## src/rtl/pipeline_hazard_ctrl_if.sv

```systemverilog
// Hazard controller bundle: pipeline status in, stall/flush/redirect/pulse/counter out.
// The master side is the pipeline (or a bench); the slave side is the controller.
interface pipeline_hazard_ctrl_if #(
  parameter int STAGES = 5,
  parameter int PC_W   = 64,
  parameter int CNT_W  = 32
);
  logic              ex_pc_ena;
  logic [PC_W-1:0]   ex_pc_data;
  logic [PC_W-1:0]   id_pc_data;
  logic              load_use_hazard;
  logic              mem_busy;
  logic              mdu_req;
  logic              mdu_out_valid;
  logic              fence_req;
  logic [STAGES-1:0] stage_valid;
  logic              icache_flush_done;

  logic [STAGES-1:0] stall_mask;
  logic [STAGES-1:0] flush_mask;
  logic              redirect_valid;
  logic [PC_W-1:0]   redirect_pc;
  logic              mdu_start;
  logic              mdu_kill;
  logic              icache_flush;
  logic [CNT_W-1:0]  stall_cnt;
  logic [CNT_W-1:0]  flush_cnt;

  modport master (
    output ex_pc_ena, ex_pc_data, id_pc_data, load_use_hazard, mem_busy,
           mdu_req, mdu_out_valid, fence_req, stage_valid, icache_flush_done,
    input  stall_mask, flush_mask, redirect_valid, redirect_pc, mdu_start,
           mdu_kill, icache_flush, stall_cnt, flush_cnt
  );

  modport slave (
    input  ex_pc_ena, ex_pc_data, id_pc_data, load_use_hazard, mem_busy,
           mdu_req, mdu_out_valid, fence_req, stage_valid, icache_flush_done,
    output stall_mask, flush_mask, redirect_valid, redirect_pc, mdu_start,
           mdu_kill, icache_flush, stall_cnt, flush_cnt
  );
endinterface

```

## src/rtl/pipeline_hazard_ctrl.sv

```systemverilog
// Pipeline hazard controller: per-stage stall/flush masks from memory wait,
// mispredict, fence.i, multi-cycle MDU and load-use, with an MDU handshake FSM,
// a fence.i drain/icache-flush FSM and saturating stall/flush counters.
// mdu_start/mdu_kill are decoded in the cycle the MDU FSM decision is taken;
// icache_flush comes from a flop set on entry to IFLUSH.
module pipeline_hazard_ctrl #(
  parameter int STAGES = 5,
  parameter int EX_IDX = 2,
  parameter int PC_W   = 64,
  parameter int CNT_W  = 32
) (
  input  logic                   clk,
  input  logic                   rst_n,
  pipeline_hazard_ctrl_if.slave  hz
);

  typedef enum logic [1:0] {MDU_IDLE, MDU_BUSY, MDU_DONE} mdu_state_t;
  typedef enum logic [1:0] {FN_IDLE, FN_DRAIN, FN_IFLUSH, FN_REFETCH} fence_state_t;

  mdu_state_t   mdu_state_reg, mdu_state_next;
  fence_state_t fence_state_reg, fence_state_next;
  logic [PC_W-1:0]  refetch_pc_reg, refetch_pc_next;
  logic             icache_flush_reg, icache_flush_next;
  logic [CNT_W-1:0] stall_cnt_reg, flush_cnt_reg;

  logic [STAGES-1:0] upto_ex_mask;   // stages 0..EX_IDX
  logic [STAGES-1:0] below_ex_mask;  // stages 0..EX_IDX-1
  logic [STAGES-1:0] ex_mask;        // stage EX_IDX
  logic [STAGES-1:0] post_ex_mask;   // stage EX_IDX+1
  logic [STAGES-1:0] tail_mask;      // stages EX_IDX+1..STAGES-1
  logic [STAGES-1:0] front_mask;     // stages 0..1

  genvar gi;
  generate
    for (gi = 0; gi < STAGES; gi++) begin : g_masks
      assign upto_ex_mask[gi]  = (gi <= EX_IDX);
      assign below_ex_mask[gi] = (gi < EX_IDX);
      assign ex_mask[gi]       = (gi == EX_IDX);
      assign post_ex_mask[gi]  = (gi == EX_IDX + 1);
      assign tail_mask[gi]     = (gi > EX_IDX);
      assign front_mask[gi]    = (gi <= 1);
    end
  endgenerate

  logic              mispredict;
  logic              tail_drained;
  logic              mdu_launch;
  logic [STAGES-1:0] stall_c, flush_c;
  logic              redirect_valid_c;
  logic [PC_W-1:0]   redirect_pc_c;
  logic              mdu_start_c, mdu_kill_c, flush_event_c;

  assign mispredict   = hz.ex_pc_ena & (hz.ex_pc_data != hz.id_pc_data);
  assign tail_drained = ~|(hz.stage_valid & tail_mask);
  // fence.i in EX beats a simultaneous MDU request, so it suppresses the launch
  assign mdu_launch   = (mdu_state_reg == MDU_IDLE) & hz.mdu_req & ~hz.mdu_out_valid &
                        ~hz.fence_req & (fence_state_reg == FN_IDLE) &
                        ~hz.mem_busy & ~mispredict;

  // Priority resolution of hazard sources plus next-state for both FSMs
  always_comb begin
    mdu_state_next    = mdu_state_reg;
    fence_state_next  = fence_state_reg;
    refetch_pc_next   = refetch_pc_reg;
    icache_flush_next = 1'b0;
    stall_c           = '0;
    flush_c           = '0;
    redirect_valid_c  = 1'b0;
    redirect_pc_c     = '0;
    mdu_start_c       = 1'b0;
    mdu_kill_c        = 1'b0;
    flush_event_c     = 1'b0;

    if (hz.mem_busy) begin
      stall_c = '1;
    end else if (mispredict) begin
      flush_c          = upto_ex_mask;
      redirect_valid_c = 1'b1;
      redirect_pc_c    = hz.ex_pc_data;
      flush_event_c    = 1'b1;
      mdu_kill_c       = (mdu_state_reg != MDU_IDLE);
      mdu_state_next   = MDU_IDLE;
      fence_state_next = FN_IDLE;
    end else begin
      case (fence_state_reg)
        FN_IDLE: if (hz.fence_req) begin
          fence_state_next = FN_DRAIN;
          refetch_pc_next  = hz.id_pc_data + PC_W'(4);
        end
        FN_DRAIN: if (tail_drained) begin
          fence_state_next  = FN_IFLUSH;
          icache_flush_next = 1'b1;
        end
        FN_IFLUSH:  if (hz.icache_flush_done) fence_state_next = FN_REFETCH;
        default:    fence_state_next = FN_IDLE;
      endcase

      case (mdu_state_reg)
        MDU_IDLE: if (mdu_launch) begin
          mdu_state_next = MDU_BUSY;
          mdu_start_c    = 1'b1;
        end
        MDU_BUSY: if (hz.mdu_out_valid) mdu_state_next = MDU_DONE;
        default:  mdu_state_next = MDU_IDLE;
      endcase

      if (fence_state_reg == FN_DRAIN || fence_state_reg == FN_IFLUSH) begin
        stall_c = upto_ex_mask;
        flush_c = post_ex_mask;
      end else if (fence_state_reg == FN_REFETCH) begin
        flush_c          = below_ex_mask;
        redirect_valid_c = 1'b1;
        redirect_pc_c    = refetch_pc_reg;
      end else if (mdu_state_reg == MDU_BUSY || mdu_launch) begin
        // DONE releases the stall so EX advances with the result
        stall_c = upto_ex_mask;
        flush_c = post_ex_mask;
      end else if (hz.load_use_hazard) begin
        stall_c = front_mask;
        flush_c = ex_mask;
      end
    end
  end

  // FSM state, refetch PC latch, icache pulse flop and saturating counters
  always_ff @(posedge clk or negedge rst_n) begin
    if (!rst_n) begin
      mdu_state_reg    <= MDU_IDLE;
      fence_state_reg  <= FN_IDLE;
      refetch_pc_reg   <= '0;
      icache_flush_reg <= 1'b0;
      stall_cnt_reg    <= '0;
      flush_cnt_reg    <= '0;
    end else begin
      mdu_state_reg    <= mdu_state_next;
      fence_state_reg  <= fence_state_next;
      refetch_pc_reg   <= refetch_pc_next;
      icache_flush_reg <= icache_flush_next;
      if ((|stall_c) && (stall_cnt_reg != '1))
        stall_cnt_reg <= stall_cnt_reg + CNT_W'(1);
      if (flush_event_c && (flush_cnt_reg != '1))
        flush_cnt_reg <= flush_cnt_reg + CNT_W'(1);
    end
  end

  assign hz.stall_mask     = stall_c;
  assign hz.flush_mask     = flush_c;
  assign hz.redirect_valid = redirect_valid_c;
  assign hz.redirect_pc    = redirect_pc_c;
  assign hz.mdu_start      = mdu_start_c;
  assign hz.mdu_kill       = mdu_kill_c;
  assign hz.icache_flush   = icache_flush_reg;
  assign hz.stall_cnt      = stall_cnt_reg;
  assign hz.flush_cnt      = flush_cnt_reg;

endmodule
```

## src/flat_wrapper.sv

```systemverilog
// flat-port wrapper written by rule: the top's interface ports become plain ports
module pipeline_hazard_ctrl_flat 
#(
  parameter int STAGES = 5,
  parameter int EX_IDX = 2,
  parameter int PC_W   = 64,
  parameter int CNT_W  = 32
)
  (clk, rst_n, hz_ex_pc_ena, hz_ex_pc_data, hz_id_pc_data, hz_load_use_hazard, hz_mem_busy, hz_mdu_req, hz_mdu_out_valid, hz_fence_req, hz_stage_valid, hz_icache_flush_done, hz_stall_mask, hz_flush_mask, hz_redirect_valid, hz_redirect_pc, hz_mdu_start, hz_mdu_kill, hz_icache_flush, hz_stall_cnt, hz_flush_cnt);
  pipeline_hazard_ctrl_if #(.STAGES(STAGES), .PC_W(PC_W), .CNT_W(CNT_W)) hz_i ();
  input  logic clk;
  input  logic rst_n;
  input wire logic [$bits(hz_i.ex_pc_ena)-1:0] hz_ex_pc_ena;
  input wire logic [$bits(hz_i.ex_pc_data)-1:0] hz_ex_pc_data;
  input wire logic [$bits(hz_i.id_pc_data)-1:0] hz_id_pc_data;
  input wire logic [$bits(hz_i.load_use_hazard)-1:0] hz_load_use_hazard;
  input wire logic [$bits(hz_i.mem_busy)-1:0] hz_mem_busy;
  input wire logic [$bits(hz_i.mdu_req)-1:0] hz_mdu_req;
  input wire logic [$bits(hz_i.mdu_out_valid)-1:0] hz_mdu_out_valid;
  input wire logic [$bits(hz_i.fence_req)-1:0] hz_fence_req;
  input wire logic [$bits(hz_i.stage_valid)-1:0] hz_stage_valid;
  input wire logic [$bits(hz_i.icache_flush_done)-1:0] hz_icache_flush_done;
  output wire logic [$bits(hz_i.stall_mask)-1:0] hz_stall_mask;
  output wire logic [$bits(hz_i.flush_mask)-1:0] hz_flush_mask;
  output wire logic [$bits(hz_i.redirect_valid)-1:0] hz_redirect_valid;
  output wire logic [$bits(hz_i.redirect_pc)-1:0] hz_redirect_pc;
  output wire logic [$bits(hz_i.mdu_start)-1:0] hz_mdu_start;
  output wire logic [$bits(hz_i.mdu_kill)-1:0] hz_mdu_kill;
  output wire logic [$bits(hz_i.icache_flush)-1:0] hz_icache_flush;
  output wire logic [$bits(hz_i.stall_cnt)-1:0] hz_stall_cnt;
  output wire logic [$bits(hz_i.flush_cnt)-1:0] hz_flush_cnt;
  assign hz_i.ex_pc_ena = hz_ex_pc_ena;
  assign hz_i.ex_pc_data = hz_ex_pc_data;
  assign hz_i.id_pc_data = hz_id_pc_data;
  assign hz_i.load_use_hazard = hz_load_use_hazard;
  assign hz_i.mem_busy = hz_mem_busy;
  assign hz_i.mdu_req = hz_mdu_req;
  assign hz_i.mdu_out_valid = hz_mdu_out_valid;
  assign hz_i.fence_req = hz_fence_req;
  assign hz_i.stage_valid = hz_stage_valid;
  assign hz_i.icache_flush_done = hz_icache_flush_done;
  assign hz_stall_mask = hz_i.stall_mask;
  assign hz_flush_mask = hz_i.flush_mask;
  assign hz_redirect_valid = hz_i.redirect_valid;
  assign hz_redirect_pc = hz_i.redirect_pc;
  assign hz_mdu_start = hz_i.mdu_start;
  assign hz_mdu_kill = hz_i.mdu_kill;
  assign hz_icache_flush = hz_i.icache_flush;
  assign hz_stall_cnt = hz_i.stall_cnt;
  assign hz_flush_cnt = hz_i.flush_cnt;
  pipeline_hazard_ctrl #(.STAGES(STAGES), .EX_IDX(EX_IDX), .PC_W(PC_W), .CNT_W(CNT_W)) u_core (.clk(clk), .rst_n(rst_n), .hz(hz_i));
endmodule
```

## config.mk

```make
export PLATFORM = sky130hd
export DESIGN_NAME = pipeline_hazard_ctrl_flat
export DESIGN_NICKNAME = d
export VERILOG_FILES = /design/src/rtl/pipeline_hazard_ctrl_if.sv /design/src/rtl/pipeline_hazard_ctrl.sv /design/src/flat_wrapper.sv
export SDC_FILE = /design/constraint.sdc
export NUM_CORES = 1
export LEC_CHECK = 0
export ABC_AREA = 1
export CAP_MARGIN = 25
export CORE_MARGIN = 8
export CORE_UTILIZATION = 53
export CTS_CLUSTER_SIZE = 14
export DETAILED_ROUTE_END_ITERATION = 16
export MAX_ROUTING_LAYER = met4
export PLACE_DENSITY = 0.87
export SYNTH_ARGS = -nofsm -noshare
export SYNTH_HDL_FRONTEND = slang
export SYNTH_SLANG_ARGS = --single-unit
export TNS_END_PERCENT = 100
```

## constraint.sdc

```tcl
create_clock -name clk -period 6.37 [get_ports clk]
set_input_delay 1.274 -clock clk [delete_from_list [all_inputs] [get_ports clk]]
set_output_delay 1.274 -clock clk [all_outputs]
set_load 0.02 [all_outputs]
```

* Yosys cells after proc, flatten, opt, wreduce, memory -nomap -nowiden
Index checks and enable logic that the tools add are counted.
** Storage, ports and cells
- Logic and storage cells :: 85
- Bits of input ports :: 142
- Bits in registers :: 133
- Output and inout port bits :: 142
** Cells by class
- Bitwise operators :: 11
- Equality and inequality tests :: 12
- Reductions and logical operators :: 12
- Add/sub/neg operators :: 3
- Mux-type cells :: 41
** Operators by type and width (count)
- $mux 64 :: 4
- $add 32x1->32 const B :: 2
- $add 64x3->64 const B :: 1
- $ne 32x32->1 const B :: 2
- $ne 64x64->1 :: 1
- $mux 5 :: 10
- $mux 1 :: 16
- $mux 2 :: 8
- $ne 3x2->1 const B :: 4
- $reduce_and 4->1 :: 2
- $and 1x1->1 :: 7
- $pmux 2 s3 :: 1
- $reduce_or 5->1 :: 1
- $eq 2x1->1 const B :: 2
- $eq 2x2->1 const B :: 2
- $logic_not 2->1 :: 2
- $not 1->1 :: 4
- $pmux 2 s2 :: 1
- $mux 3 :: 1
- $ne 3x1->1 const B :: 1
- $reduce_and 3->1 :: 1
- $logic_and 1x1->1 :: 2
- $logic_or 1x1->1 :: 2
- $reduce_bool 2->1 :: 1
- $reduce_or 2->1 :: 1

* Logic depth before layout (Yosys ltp)
Gate-level depths: netlist (run 1).
- Word-level depth :: 15
- Gate-level depth with buffers :: 17
- Mapped depth without buffers :: 16

* Worst setup path after synthesis (run 1)
No wires, ideal clock.
- Kind :: in2out
- Start :: input port hz_id_pc_data[23]
- End :: output port hz_redirect_pc[35]
- Required time :: 5096 ps
- Stages on the path :: 15
- Arrival time :: 2868 ps
- Path buffers :: 2
- Setup slack :: 2228 ps
- Cell sequence :: inv_1 > nand2_1 > nand2_1 > nor2_1 > nand2_1 > nor2_1 > nand2_1 > nor2_1 > nand2_1 > nand2_4 > inv_1 > nand2_1 > buf_4 > clkbuf_1 > o21ai_0
** On the way
- Word-level cells in the longest chain between the ends :: 4
** Ends and longest elaborated chain
- start, declared :: line flat_wrapper.sv:15 : input wire logic [$bits(hz_i.id_pc_data)-1:0] hz_id_pc_data;
- $ne 64x64->1 :: line pipeline_hazard_ctrl.sv:53 : assign mispredict = hz.ex_pc_ena & (hz.ex_pc_data != hz.id_pc_data);
- $and 1x1->1 :: line pipeline_hazard_ctrl.sv:53
- $mux 64 :: line pipeline_hazard_ctrl.sv:76 : end else if (mispredict) begin
- $mux 64 :: line pipeline_hazard_ctrl.sv:74 : if (hz.mem_busy) begin
- end, declared :: line flat_wrapper.sv:26 : output wire logic [$bits(hz_i.redirect_pc)-1:0] hz_redirect_pc;
No other way between the ends.

* Worst setup path in the final report (run 1)
- Start :: input port hz_id_pc_data[29]
- End :: output port hz_redirect_pc[39]
Same word-level chain as after synthesis.

==> out/metrics.yaml, run 1 <==
outcome:
  status: "completed"
place:
  gp_congestion: 0.930
  dp.cells: 2104
  place_ws_ps: 620
  io_buffers: 279
  placed_cell_area_um2: 13200
  place_hpwl_um: 27700
synthesis:
  synth_top_family_by_area: "simple AND/OR/NAND/NOR gates"
  synth-seq-area-share: 0.324
  yosysWarnings: 0
  ys_top_cells_by_area: "dfrtp_1 32%, nand2_1 22%, xor2_1 9.7%, inv_1 6.2%, nand3_1 5.3%"
  synth_seq_cells: 133
  synth_edf_count: 0
  synth-compound-area-share: 0.0587
  synth_flop_cell: "dfrtp_1"
  synth_area_leader_cell: "dfrtp_1"
  ys_types: 34
  synth_nets: 1748
  syn_avg_cell_area_um2: 6.42
  syn_inst: 1599
  synth_top_area_frac: 0.324
  synth-adder-area-share: 0.00854
  netlist_area_um2: 10300
  muxShareOfSynthArea: 0
  synth-simple-area-share: 0.408
  ys_async_sr_fraction: 1.00
  synth_xor_xnor_area_share: 0.108
cells_and_area:
  largest_reg_flops: 64
  multi_input_area_um2: 5990
  fin_area_um2: 13900
  layout-drive-gt1-share: 0.0465
  postLayoutCoreUtil: 0.726
  syn_to_final_growth_pct: 35.9
  ff_latch_area_um2: 3330
  stdcell_count: 2138
  nets: 2008
  final_common_cell: "nand2_1"
  num-fill-cells: 1615
  final_cell_mix: "591 x nand2_1, 278 x clkdlybuf4s50_1, 170 x inv_1, 133 x dfrtp_1, 131 x nor2_1"
critical_path:
  path_common_cell: "nand2_1"
  cp_top_family: "buffers and inverters"
  cp.required_ps: 5100
  critPathBufInv: 5
  crit_type: "input port to output port"
  worstPathCellList: "clkdlybuf4s50_1 > inv_1 > nand2_1 > nand2_1 > nor2_1 > nand2_1 > nor2_1 > nand2_1 > nor2_1 > nand2_1 > nand2_4 > nand2_4 > inv_2 > buf_4 > nand3_1 > o21ai_0 > clkdlybuf4s50_1"
  cp-end-kind: "output port"
  cp_max_fo: 36
  cp_slowest_stage_delay_ps: 640
  critPathArrivalTime_ps: 4510
  critical-path-slowest-cell: "clkdlybuf4s50_1"
  cp-start-kind: "input port"
drt:
  ant_nets: 0
  wl_met2_um: 17300
  drtPass1Iterations: 5
  highest_layer: "met4"
  drc: 0
  drt-initial-drc-count: 873
  wl_met1_um: 14200
  drt-wirelength-per-cell_um: 16.7
  avgViaCountPerCell: 5.39
  dr_total_vias: 11500
  routed-wl-met3_um: 2880
  drt_wl_total_um: 35600
clock_network:
  postCtsSetupBuffers: 0
  worstSkewPairLatency_ps: 420
  root_buffer: "clkbuf_16"
  hold_buffers: 0
  cts.clk_slew.worst_paths_ps: 60
  cts_tree: "built"
  cts_buffers: 17
  clkSinkCount: 133
  cts_max_level: 4
  ctsLongestPathBuffers: 2
  cts_resized: 0
hold_path:
  hp-class: "flop to flop"
timing:
  min_period_over_period: 0.908
  fin_crit_ps: 5780
  rsz0062_at_grt: "false"
  relSlewSlack: 0.325
  slew_viol_final: 0
  fin_ws_ps: 588
  fin_worst_skew_ps: 13.8
  tightest_slew_ps: 1010
  hold_viol: 0
  max_freq_mhz: 173
  setup_viol: 0
  tns_ps: 0
floorplan:
  fp.dieArea_um2: 24100
  start_util: 0.534
  fp.dieH_um: 155
  dieWidth_um: 155
  pin_count: 284
  rows: 51
  fp.coreArea_um2: 19200
global_routing:
  grt_usage: 0.301
  grt_max_degree: 62
  grt_pass1_wl_um: 56600
  grt-ovfl-total: 0
  first_global_vias: 11600
  grt_antenna_before_repair: 1
power_and_ir_drop:
  power_density_nw_per_um2: 250
  leakagePower_nw: 6.55
  ir_drop_mv: 0.217
flow_run:
  cap_violations: 0
logic make-up after synthesis:
| family | count (synthesis) |
|---|---|
| adder cells (fa/ha/maj) | 7 |
| flip-flops | 133 |
| other | 1 |
| buffers and inverters | 235 |
| AND/OR/NAND/NOR | 981 |
| XOR/XNOR | 126 |
| AO/OA/AOI/OAI | 116 |
stage by stage:
| stage | hold slack [ps] | power [mW] |
|---|---|---|
| final | 476 | 3.48 |
| after global routing | 498 | 3.67 |
| after CTS | 475 | 3.49 |
| after detailed placement | 460 | 2.29 |
| after global placement | 455 | 2.24 |
| after floorplan | 442 | 1.83 |
synthesized netlist by cell type (2+ instances only):
master,instances
nand2_4,3
nor2_4,3
buf_4,7
xor2_1,114
inv_2,15
xnor2_1,12
o211ai_1,3
inv_1,170
nor4_1,18
nor2_1,132
clkbuf_1,18
o31ai_1,5
ha_1,7
nor3_2,2
nand3_2,5
buf_2,24
nand3_1,108
o21ai_1,30
dfrtp_1,133
nor3_1,78
nand2_1,591
nand4_1,22
nor2_2,9
o21ai_0,76
nand3b_1,5
area by class of cell:
type	instances	share of cell area
well taps	265	0.0238
inverters	185	0.0498
diodes	1	0.000179
flip-flops and latches	133	0.239
repair buffers	291	0.207
multi-input cells	1231	0.430
clock buffers	18	0.0308
clock inverters	14	0.0195
path summary, 6_finish.rpt:
check	from	to	slack [ps]	cells after the start
worst max-delay path	hz_id_pc_data[29]	hz_redirect_pc[39]	590	17
worst min-delay path	u_core.refetch_pc_reg[0]	u_core.refetch_pc_reg[0]	480	2
worst max register to register	u_core.fence_state_reg[0]	u_core.hz.stall_cnt[16]	3140	12
worst min register to register	u_core.refetch_pc_reg[0]	u_core.refetch_pc_reg[0]	480	2
max in group asynchronous	rst_n	u_core.fence_state_reg[0]	4580	2
min in group asynchronous	rst_n	u_core.hz.flush_cnt[0]	720	1
report_power, final:
part | total, mW | internal [mW] | switching (mW)
Sequential | 1.27 | 1.09 | 0.183
Clock | 1.19 | 0.782 | 0.409
Combinational | 1.02 | 0.419 | 0.603
Total | 3.48 | 2.29 | 1.19
per-layer routing:
| metal | global-route usage | vias up |
|---|---|---|
| li1 | - | 5573 |
| met1 | 0.344 | 5306 |
| met2 | 0.505 | 549 |
| met3 | 0.0580 | 95 |
| met4 | 0.136 | 0 |
| met5 | - | - |
tightest hold or removal path, cell delays in order, from the launching register on:
cell and delay [ps]:
dfrtp_1 350, nand2_1 50, nand2_1 50
Note: power is estimated with default switching activity, not from simulation.
==> run 2: changes to the inputs <==
- CORE_UTILIZATION: 53 -> 51
- PLACE_DENSITY: 0.87 -> 0.84
==> out/metrics.yaml, run 2 (synthesis gave the netlist of run 1 again) <==
outcome:
  status: "completed"  # unchanged
clock_network:
  cts.clk_slew.worst_paths_ps: 60  # about the same
  ctsLongestPathBuffers: 2  # unchanged
  cts_tree: "built"  # unchanged
  cts_resized: 0  # unchanged
  cts_max_level: 4  # unchanged
  root_buffer: "clkbuf_16"  # unchanged
  postCtsSetupBuffers: 0  # unchanged
  cts_buffers: 17  # unchanged
  clkSinkCount: 133  # unchanged
  worstSkewPairLatency_ps: 420  # about the same
  hold_buffers: 0  # unchanged
floorplan:
  start_util: 0.514  # was 0.534
  pin_count: 284  # unchanged
  rows: 52  # was 51
  fp.dieH_um: 158  # was 155 µm
  fp.dieArea_um2: 24900  # was 24,100 µm²
  fp.coreArea_um2: 20000  # was 19,200 µm²
  dieWidth_um: 158  # was 155 µm
timing:
  holdWs_ps: 474  # was 476 ps
  fin_ws_ps: 528  # was 588 ps
  hold_viol: 0  # unchanged
  min_period_over_period: 0.917  # was 0.908
  max_freq_mhz: 171  # was 173 MHz
  relSlewSlack: 0.303  # was 0.325
  tightest_slew_ps: 1040  # was 1010 ps
  slew_viol_final: 0  # unchanged
  fin_worst_skew_ps: 14.7  # was 13.8 ps
  fin_crit_ps: 5840  # was 5780 ps
  rsz0062_at_grt: "false"  # unchanged
  setup_viol: 0  # unchanged
  tns_ps: 0  # unchanged
place:
  place_ws_ps: 587  # was 620 ps
  gp_congestion: 0.936  # was 0.930
  io_buffers: 279  # unchanged
  dp.cells: 2108  # was 2,104
  place_hpwl_um: 27700  # about the same
critical_path:
  cp_max_fo: 32  # was 36
  critPathArrivalTime_ps: 4570  # was 4510 ps
  cp-end-kind: "output port"  # unchanged
  cp.required_ps: 5100  # about the same
  cp-start-kind: "input port"  # unchanged
  crit_type: "input port to output port"  # unchanged
power_and_ir_drop:
  power_density_nw_per_um2: 232  # was 250 nW/µm²
  leakagePower_nw: 6.47  # was 6.55 nW
  ir_drop_mv: 0.204  # was 0.217 mV
  power.total_mw: 3.20  # was 3.48 mW
cells_and_area:
  antenna_cells: 0  # was 1
  stdcell_count: 2141  # was 2,138
  nets: 2007  # was 2,008
  syn_to_final_growth_pct: 34.6  # was 35.9%
  final_common_cell: "nand2_1"  # unchanged
  largest_reg_flops: 64  # unchanged
  layout-drive-gt1-share: 0.0460  # was 0.0465
  final_cell_mix: "591 x nand2_1, 278 x clkdlybuf4s50_1, 170 x inv_1, 133 x dfrtp_1, 131 x nor2_1"  # unchanged
drt:
  drt-wirelength-per-cell_um: 16.5  # was 16.7 µm
  routed-wl-met3_um: 2700  # was 2880 µm
  wl_met2_um: 17000  # was 17,300 µm
  wl_met1_um: 14400  # was 14,200 µm
  drc: 0  # unchanged
  highest_layer: "met4"  # unchanged
  dr_total_vias: 11400  # was 11,500
  avgViaCountPerCell: 5.31  # was 5.39
  drt-initial-drc-count: 1003  # was 873
  drtPass1Iterations: 7  # was 5
  ant_nets: 0  # unchanged
  drt_wl_total_um: 35300  # was 35,600 µm
hold_path:
  hp-class: "flop to flop"  # unchanged
global_routing:
  grt_usage: 0.289  # was 0.301
  grt_antenna_before_repair: 0  # was 1
  grt_pass1_wl_um: 55500  # was 56,600 µm
  grt_max_degree: 94  # was 62
  first_global_vias: 11000  # was 11,600
  grt-ovfl-total: 0  # unchanged
flow_run:
  cap_violations: 0  # unchanged
run 2: cell count changes in the layout (fill, tap and decap cells not counted), sizes merged:
cell	change
clkinvlp	+4
clkbuf	+3
buf	-1
inv	-2
clkinv	+2
bufinv	-7
diode	-1
run 2: per-layer routing:
layer,global-route usage,up-vias
met5,-,-
met4,0.122,0
met3,0.0456,84
met2,0.479,528
met1,0.347,5197
li1,-,5566
run 2: report_power, final:
part / leakage (nW) / internal (mW) / switching, mW
clock network: 0.262 / 0.529 / 0.393
logic: 4.48 / 0.418 / 0.597
registers: 1.73 / 1.09 / 0.177
total: 6.47 / 2.03 / 1.17
run 2: cell type report:
| class | count | area [µm²] |
|---|---|---|
| clock buffers | 21 | 470 |
| clock inverters | 11 | 76.3 |
| fillers | 1817 | 6170 |
| inverters | 185 | 694 |
| multi-input cells | 1231 | 5990 |
| flip-flops and latches | 133 | 3330 |
| well taps | 270 | 338 |
| repair buffers | 290 | 2910 |
run 2: stage by stage:
step | util | instance area [µm²]
finish | 0.691 | 13800
CTS | 0.690 | 13800
detailed placement | 0.662 | 13200
global placement | 0.662 | 13200
global route | 0.691 | 13800
floorplan | - | 10300
run 2: worst max-delay path: stages:
cell	delay [ps]
clkdlybuf4s50_1	610
inv_2	60
nand2_1	60
nand2_1	40
nor2_1	110
nand2_1	60
nor2_1	160
nand2_1	140
nor2_1	110
nand2_1	110
nand2_4	140
nand2_4	170
inv_2	330
buf_12	250
nand3_1	80
o21ai_0	160
clkdlybuf4s50_1	680
run 2: final timing paths:
path | startpoint | endpoint | slack (ps) | depth (start not counted)
max reg2reg | u_core.fence_state_reg[0] | u_core.hz.stall_cnt[25] | 3110 | 12
min in group asynchronous | rst_n | u_core.hz.flush_cnt[1] | 940 | 1
min | u_core.refetch_pc_reg[1] | u_core.refetch_pc_reg[1] | 470 | 2
max | hz_id_pc_data[19] | hz_redirect_pc[51] | 530 | 17
max in group asynchronous | rst_n | u_core.hz.stall_cnt[23] | 4380 | 3
min reg2reg | u_core.refetch_pc_reg[1] | u_core.refetch_pc_reg[1] | 470 | 2
